File: config.mk
export PLATFORM = sky130hd
export DESIGN_NAME = csc_yuv2rgb_seq
export DESIGN_NICKNAME = d
export VERILOG_FILES = /design/src/rtl/csc_yuv2rgb_seq.sv
export SDC_FILE = /design/constraint.sdc
export NUM_CORES = 2
export LEC_CHECK = 0
export CORE_MARGIN = 4
export CORE_UTILIZATION = 40
export DETAILED_ROUTE_END_ITERATION = 8
export HOLD_SLACK_MARGIN = 0.08
export MAX_ROUTING_LAYER = met4
export PLACE_DENSITY_LB_ADDON = 0.25
export SETUP_SLACK_MARGIN = 0.4
export SLEW_MARGIN = 0
export SYNTH_ARGS = -nofsm -noshare
export SYNTH_HDL_FRONTEND = slang
export SYNTH_SLANG_ARGS = --single-unit
File: constraint.sdc
create_clock -name CLOCK_50_I -period 18.6 [get_ports CLOCK_50_I]
set_clock_uncertainty 0.2 [all_clocks]
set_input_delay 2.79 -clock CLOCK_50_I [delete_from_list [all_inputs] [get_ports CLOCK_50_I]]
set_output_delay 2.79 -clock CLOCK_50_I [all_outputs]
set_load 0.005 [all_outputs]
File: src/rtl/csc_yuv2rgb_seq.sv
// Sequential YUV->RGB colour-space converter: one shared multiplier, 14 cycles per pixel pair.
// Optional build macro CSC_ROUND_EN adds round-to-nearest before the clip/shift.
module csc_yuv2rgb_seq #(
  parameter int unsigned Y_OFFSET  = 16,
  parameter int unsigned UV_OFFSET = 128,
  parameter int unsigned ACC_W     = 48
) (
  input  logic        CLOCK_50_I,
  input  logic        reset,
  input  logic        in_valid,
  output logic        in_ready,
  input  logic [15:0] Y_word,
  input  logic [31:0] U_even,
  input  logic [31:0] U_odd,
  input  logic [31:0] V_even,
  input  logic [31:0] V_odd,
  output logic [15:0] out_data,
  output logic        out_valid,
  input  logic        out_ready,
  output logic        out_last
);

  typedef enum logic [3:0] {
    StIdle, StCy0, StCrv0, StCgu0, StCgv0, StCbu0,
    StCy1, StCrv1, StCgu1, StCgv1, StCbu1,
    StOut0, StOut1, StOut2
  } state_e;

  // Coefficient magnitudes; signs are folded into the accumulate (add vs subtract).
  localparam logic [17:0] CoefY  = 18'd76284;
  localparam logic [17:0] CoefRv = 18'd104595;
  localparam logic [17:0] CoefGu = 18'd25624;
  localparam logic [17:0] CoefGv = 18'd53281;
  localparam logic [17:0] CoefBu = 18'd132251;

  state_e state_q, state_d;

  logic [15:0] y_q;
  logic [31:0] ue_q, uo_q, ve_q, vo_q;

  logic signed [ACC_W-1:0] acc_r_q, acc_r_d, acc_g_q, acc_g_d, acc_b_q, acc_b_d;
  logic [7:0] r0_q, r0_d, g0_q, g0_d, b0_q, b0_d;

  logic signed [31:0]      mul_a;
  logic [17:0]             mul_b;
  logic signed [ACC_W-1:0] a_ext, b_ext, prod;
  logic [7:0]              r1, g1, b1;

  function automatic logic [7:0] clip8(input logic signed [ACC_W-1:0] acc);
    logic signed [ACC_W-1:0] v;
`ifdef CSC_ROUND_EN
    v = acc + ACC_W'(32768);
`else
    v = acc;
`endif
    if (v[ACC_W-1]) begin
      return 8'd0;
    end else if (v[ACC_W-1:16] > (ACC_W-16)'(255)) begin
      return 8'hff;
    end else begin
      return v[23:16];
    end
  endfunction

  assign in_ready = (state_q == StIdle) && !reset;

  // Operand select: offset-removed sample and coefficient for the current step.
  always_comb begin
    mul_a = '0;
    mul_b = '0;
    unique case (state_q)
      StCy0:           begin mul_a = {24'd0, y_q[15:8]} - 32'(Y_OFFSET); mul_b = CoefY;  end
      StCrv0:          begin mul_a = ve_q - 32'(UV_OFFSET);              mul_b = CoefRv; end
      StCgu0:          begin mul_a = ue_q - 32'(UV_OFFSET);              mul_b = CoefGu; end
      StCgv0:          begin mul_a = ve_q - 32'(UV_OFFSET);              mul_b = CoefGv; end
      StCbu0:          begin mul_a = ue_q - 32'(UV_OFFSET);              mul_b = CoefBu; end
      StCy1:           begin mul_a = {24'd0, y_q[7:0]} - 32'(Y_OFFSET);  mul_b = CoefY;  end
      StCrv1:          begin mul_a = vo_q - 32'(UV_OFFSET);              mul_b = CoefRv; end
      StCgu1:          begin mul_a = uo_q - 32'(UV_OFFSET);              mul_b = CoefGu; end
      StCgv1:          begin mul_a = vo_q - 32'(UV_OFFSET);              mul_b = CoefGv; end
      StCbu1:          begin mul_a = uo_q - 32'(UV_OFFSET);              mul_b = CoefBu; end
      default: ;
    endcase
  end

  // Product kept at ACC_W bits, i.e. the sign-truncated low part of the full product.
  always_comb begin
    a_ext = ACC_W'(mul_a);
    b_ext = ACC_W'($signed({1'b0, mul_b}));
    prod  = a_ext * b_ext;
  end

  always_comb begin
    acc_r_d = acc_r_q;
    acc_g_d = acc_g_q;
    acc_b_d = acc_b_q;
    unique case (state_q)
      StCy0, StCy1: begin
        acc_r_d = prod;
        acc_g_d = prod;
        acc_b_d = prod;
      end
      StCrv0, StCrv1:                 acc_r_d = acc_r_q + prod;
      StCgu0, StCgu1, StCgv0, StCgv1: acc_g_d = acc_g_q - prod;
      StCbu0, StCbu1:                 acc_b_d = acc_b_q + prod;
      default: ;
    endcase
  end

  assign r1 = clip8(acc_r_q);
  assign g1 = clip8(acc_g_q);
  assign b1 = clip8(acc_b_q);

  // Even-pixel results are final on entry to StCy1 and must be saved before it reloads.
  always_comb begin
    r0_d = r0_q;
    g0_d = g0_q;
    b0_d = b0_q;
    if (state_q == StCy1) begin
      r0_d = r1;
      g0_d = g1;
      b0_d = b1;
    end
  end

  always_comb begin
    state_d = state_q;
    unique case (state_q)
      StIdle: if (in_valid) state_d = StCy0;
      StCy0:  state_d = StCrv0;
      StCrv0: state_d = StCgu0;
      StCgu0: state_d = StCgv0;
      StCgv0: state_d = StCbu0;
      StCbu0: state_d = StCy1;
      StCy1:  state_d = StCrv1;
      StCrv1: state_d = StCgu1;
      StCgu1: state_d = StCgv1;
      StCgv1: state_d = StCbu1;
      StCbu1: state_d = StOut0;
      StOut0: if (out_ready) state_d = StOut1;
      StOut1: if (out_ready) state_d = StOut2;
      StOut2: if (out_ready) state_d = StIdle;
      default: state_d = StIdle;
    endcase
  end

  always_comb begin
    out_data  = '0;
    out_valid = 1'b0;
    out_last  = 1'b0;
    unique case (state_q)
      StOut0: begin out_valid = 1'b1; out_data = {r0_q, g0_q}; end
      StOut1: begin out_valid = 1'b1; out_data = {b0_q, r1};   end
      StOut2: begin out_valid = 1'b1; out_data = {g1, b1}; out_last = 1'b1; end
      default: ;
    endcase
  end

  always_ff @(posedge CLOCK_50_I) begin
    if (reset) begin
      state_q <= StIdle;
      acc_r_q <= '0;
      acc_g_q <= '0;
      acc_b_q <= '0;
      r0_q    <= '0;
      g0_q    <= '0;
      b0_q    <= '0;
    end else begin
      state_q <= state_d;
      acc_r_q <= acc_r_d;
      acc_g_q <= acc_g_d;
      acc_b_q <= acc_b_d;
      r0_q    <= r0_d;
      g0_q    <= g0_d;
      b0_q    <= b0_d;
    end
  end

  always_ff @(posedge CLOCK_50_I) begin
    if (in_valid && in_ready) begin
      y_q  <= Y_word;
      ue_q <= U_even;
      uo_q <= U_odd;
      ve_q <= V_even;
      vo_q <= V_odd;
    end
  end

endmodule
* Word level (Yosys, flattened, before mapping) *
Cells that the tools add are included.

cells by class
  add/subtract/negate cells = 9
  multiply operators = 1
  order comparisons = 3
  equal/unequal tests = 17
  muxes and demuxes = 19
  reduce and logical (&&, ||, !) cells = 19

operators with widths
  kind                                                            number
  one-hot mux 48 bit (2 select lines)                             3
  one-hot mux 32 bit (6 select lines)                             1
  subtractor 32 x 8 -> 32 bit, second input constant              4
  adder 48 bit                                                    2
  greater-than comparator 32 x 8 -> 1 bit, second input constant  3
  one-hot mux 18 bit (5 select lines)                             1
  one-hot mux 4 bit (14 select lines)                             1
  multiplier 32 x 19 -> 48 bit                                    1
  2-to-1 mux 8 bit                                                6
  one-hot mux 16 bit (3 select lines)                             1
  subtractor 48 bit                                               1
  equality test 4 bit, second input constant                      6
  OR reduction 2 bit                                              9
  subtractor 8 x 5 -> 9 bit, second input constant                2
  equality test 4 x 3 -> 1 bit, second input constant             4
  2-to-1 mux 4 bit                                                4
  equality test 4 x 2 -> 1 bit, second input constant             2
  != test 2 bit, second input constant                            4
  nonzero test 2 bit                                              3
  equality test 4 x 1 -> 1 bit, second input constant             1
  logical NOT 4 bit                                               1
  AND reduction 4 bit                                             1
  OR reduction 4 bit                                              1
  OR reduction 3 bit                                              1
  other kinds (3)                                                 5

storage, ports and cells
  bits in registers = 316
  bits of input ports = 148
  output and inout bits = 19
  logic and storage cells = 80

* Longest topological paths before layout *
  depth in word-level cells = 6
  depth in mapped cells = 55
  depth with buffers taken out = 50

* Least setup slack after synthesis *
OpenSTA, ideal clock, no wires.

  path type = flip-flop to flip-flop
  from = register state_q[1]
  to = register acc_g_q[46]
  data arrival time = 11.821 ns
  data required time = 18.314 ns
  path slack = 6.494 ns
  cell stages (with the launch flop) = 56
  path buffers = 5
  period minus slack after synthesis = 12.106 ns
  path through = dfxtp_1 -> buf_2 -> and2_1 -> buf_2 -> o22ai_4 -> buf_6 -> buf_2 -> o221ai_1 -> o21ai_1 -> ha_1 -> inv_1 -> or4_4 -> or2_2 -> nor3_1 -> xnor2_1 -> nor2_1 -> nor2_1 -> nor2_1 -> [... 20 more ...] -> o21bai_1 -> a21oi_1 -> xnor2_1 -> inv_1 -> ha_1 -> a21o_1 -> a21oi_1 -> nor2b_1 -> o21a_1 -> a211o_1 -> maj3_1 -> maj3_1 -> maj3_1 -> a21oi_1 -> a311oi_1 -> a31o_2 -> mux2i_1 -> a211oi_1

between the ends
  longest elaborated chain between the ends = 6
  elaborated cells between the ends (all ways) = 26
  classes of those cells = add/sub: 1; mul: 1; eq/ne: 10; mux: 3; reduce/logical: 11

RTL lines
  item                                                                                        RTL line  text
  from (decl)                                                                                 36        state_e state_q, state_d;
  from (signal assigned)                                                                      161       state_q <= StIdle;
  from (signal assigned)                                                                      169       state_q <= state_d;
  equality test 4 bit (tied with other cells)                                                 71        unique case (state_q)
  OR reduction 2 bit (no source line)                                                         n/a
  one-hot mux 32 bit (6 select lines) or one-hot mux 18 bit (5 select lines) (tied branches)  71
  multiplier 32 x 19 -> 48 bit                                                                90        prod = a_ext * b_ext;
  subtractor 48 bit                                                                           104       StCgu0, StCgu1, StCgv0, StCgv1: acc_g_d = acc_g_q - prod;
  one-hot mux 48 bit (2 select lines)                                                         97        unique case (state_q)
  to (signal assigned)                                                                        171       acc_g_q <= acc_g_d;
  to (decl)                                                                                   41        logic signed [ACC_W-1:0] acc_r_q, acc_r_d, acc_g_q, acc_g_d, acc_b_q, acc_b_d;

Parallel ways exist; a longest one is shown, timed or not.
A chain may end at the register's enable or synchronous reset.

* Worst setup path after layout *
  from = register state_q[2]
  to = register acc_g_q[46]

The elaborated chain is that of the path after synthesis.

==> impl_metrics.json <==
{
  "cts_resized": 0,
  "cts_buffers": 40,
  "drcViolationCount": 0,
  "slowest_stage": "dfxtp_1",
  "tns_ns": 0,
  "cap_violations": 0,
  "synth.cell_area_sq_mm": 0.03931,
  "power.leakage_nw": 20.02,
  "dp_cells": 5875,
  "wl_microns": 118800,
  "cellPowerDensity_mw_per_mm2": 101.3,
  "fill_cells": 9467,
  "cp_max_fo": 57,
  "vdd_drop_max_mv": 0.07288,
  "final_cell_mix": "inv_1 (831), fa_1 (506), nor2_1 (414), a21oi_1 (361), nand2_1 (322)",
  "n_antenna_cell": 0,
  "core_sq_mm": 0.09714,
  "crit_required_ns": 18.89,
  "cp_top_family": "adder cells",
  "netSwitchingFraction_pct": 46.74,
  "async_flop_share_pct": 0,
  "synth_fa_ha_area_share_pct": 35.24,
  "die_w_microns": 321.5,
  "grt.overflow.total": 0,
  "drtIter0Drc": 2587,
  "via_per_inst": 5.403,
  "rsz0062_at_grt": "false",
  "grt_pass1_vias": 33040,
  "drive_gt1_share_pct": 4.409,
  "cp_common_cell": "fa_1",
  "final_max_slew_viol_count": 0,
  "switchingPower_w": 0.002073,
  "gp_congestion": 0.9920,
  "avgSynthCellArea_sq_um": 8.626,
  "clk_latency_ns": 0.56,
  "synth_top_family_by_area": "adder cells",
  "setup_viol": 0,
  "layout.cells.non_filler": 5948,
  "relSlewSlack_pct": 24.32,
  "path_buf_inv": 5,
  "synthCells": 4557,
  "synth.distinct_cells": 82,
  "worstHoldPathType": "reg2reg",
  "layout_min_cycle_time_ns": 14.99,
  "area_delta_synth_final_pct": 11.40,
  "synth_edf_count": 144,
  "io_pins": 167,
  "placed_area_sq_mm": 0.04240,
  "ys.flop_type": "dfxtp_1",
  "critPathMaxStageDelay_ns": 0.95,
  "dr.pass1.iters": 6,
  "hold_viol_final": 0,
  "htreeDepth": 2,
  "die_h_microns": 321.5,
  "synth_xor_xnor_area_share_pct": 4.408,
  "crit_arrival_ns": 15.27,
  "final_area_sq_mm": 0.04379,
  "grt_pass1_wl_microns": 186700,
  "routedWlPerCell_microns": 19.97,
  "status": "complete, no violations",
  "seq_power_share_pct": 19.5,
  "cts_root_buf": "clkbuf_16",
  "die-area_sq_mm": 0.1034,
  "postCtsHoldBufs": 0,
  "track_usage_pct": 23.68,
  "ys_ff_latch": 316,
  "muxShareOfSynthArea_pct": 0.5952,
  "grt_max_degree": 77,
  "p_int_w": 0.002363,
  "yosysWarnings": 0,
  "power_frac_comb_pct": 61.9,
  "post_cts_buffers": 0,
  "pwr-share-clk_pct": 18.5,
  "antenna_left": 0,
  "via_count": 32140,
  "crit_path_end_kind": "register",
  "tritoncts": "yes",
  "num_rows": 114,
  "fmax_ghz": 0.06673,
  "start_util_pct": 40.47,
  "tightestPinTransition_ns": 1.132,
  "finalCoreUtilization_pct": 45.08,
  "final_nets": 5587,
  "fin_crit_sh_pct": 80.57,
  "final_common_cell": "inv_1",
  "path_class": "reg2reg",
  "synth_compound_area_share_pct": 17.32,
  "dp_hpwl_microns": 94580,
  "synth-simple-area-share_pct": 12.87,
  "synth_nets": 5503,
  "clk_path_buf_depth": 3,
  "clock_sinks": 316,
  "ys_seq_area_share_pct": 19.76,
  "portBuffers": 166,
  "timing.hold.ws_ns": 0.2611,
  "antenna_found_initial": 1,
  "clkTransAtPathRegs_ns": 0.06,
  "start_kind": "register"
}
through the flow:
step	total power (W)	worst slack, ns
after floorplan	0.002903	6.494
after global placement	0.003567	4.005
after CTS	0.004430	3.715
final	0.004436	3.613
after global routing	0.004826	2.750
after detailed placement	0.003581	3.781
final cells by class:
cell class	count	area [sq um]	area share (%)
sequential	316	7767	17.74
clock inverter	24	270.3	0.6172
multi-input combinational	3225	27810	63.50
tap	1276	1597	3.646
timing repair buffer	226	2110	4.817
inverter	832	3123	7.132
clock buffer	49	1115	2.546
worst reg2reg max path: cells and delay by family (launching register included):
kind,cells,cell delay [ns]
AOI/OAI and AO/OA,17,3.91
xor gates and xnor gates,3,1.45
adders and majority gates,11,5.14
buffers and inverters,5,0.85
DFF,1,0.95
muxes,3,0.69
and+or+nand+nor,6,1.72
sequential cells by signal, summed over array words and instances, names as in the netlist:
register / count
vo_q: 32
acc_b_q: 48
g0_q: 8
b0_q: 8
y_q: 16
acc_g_q: 48
ve_q: 32
ue_q: 32
acc_r_q: 48
uo_q: 32
r0_q: 8
state_q: 4
logic make-up after synthesis:
| family | count (synthesis) |
|---|---|
| buffers and inverters | 1016 |
| adders and majority gates | 805 |
| xor gates and xnor gates | 197 |
| and+or+nand+nor | 1118 |
| muxes | 21 |
| DFF | 316 |
| AOI/OAI and AO/OA | 1084 |
synth_stat cells (66+ instances only):
| cell | n | area, sq um |
|---|---|---|
| a21oi_1 | 362 | 1812 |
| clkbuf_1 | 153 | 574.3 |
| edfxtp_1 | 144 | 4324 |
| xor2_1 | 79 | 691.9 |
| nor2_1 | 419 | 1573 |
| fa_1 | 506 | 10130 |
| xnor2_1 | 117 | 1025 |
| dfxtp_1 | 172 | 3443 |
| ha_1 | 292 | 3654 |
| nor3_1 | 84 | 420.4 |
| inv_1 | 831 | 3119 |
| nand2_1 | 325 | 1220 |
| o21ai_0 | 235 | 1176 |
| a21o_1 | 83 | 623.1 |
| a211oi_1 | 66 | 495.5 |
routing by layer:
layer	track usage, %	share of wire [%]	vias to the layer above
met2	36.98	44	1071
met5	-	0	-
li1	-	-	15270
met4	7.376	3.4	0
met3	4.241	7.0	199
met1	31.51	45	15600
path summary, 6_finish.rpt:
check,slack [ns],end,start,cells past startpoint
max reg2reg,3.61,acc_g_q[46]$_SDFFE_PP0P_,state_q[2]$_SDFFE_PP0P_,45
max,3.61,acc_g_q[46]$_SDFFE_PP0P_,state_q[2]$_SDFFE_PP0P_,45
min,0.26,acc_g_q[13]$_SDFFE_PP0P_,acc_g_q[13]$_SDFFE_PP0P_,2
min reg2reg,0.26,acc_g_q[13]$_SDFFE_PP0P_,acc_g_q[13]$_SDFFE_PP0P_,2
power groups by stage:
stage	combinational (W)	sequential [W]	clock, W
3_3_place_gp	0.00269	0.000879	0
5_1_grt	0.00308	0.000875	0.000872
3_5_place_dp	0.00270	0.000879	0
4_1_cts	0.00272	0.000865	0.000845
6_report	0.00275	0.000867	0.000823
2_1_floorplan	0.00204	0.000861	0
No activity file was read; power rests on OpenSTA's default activity.
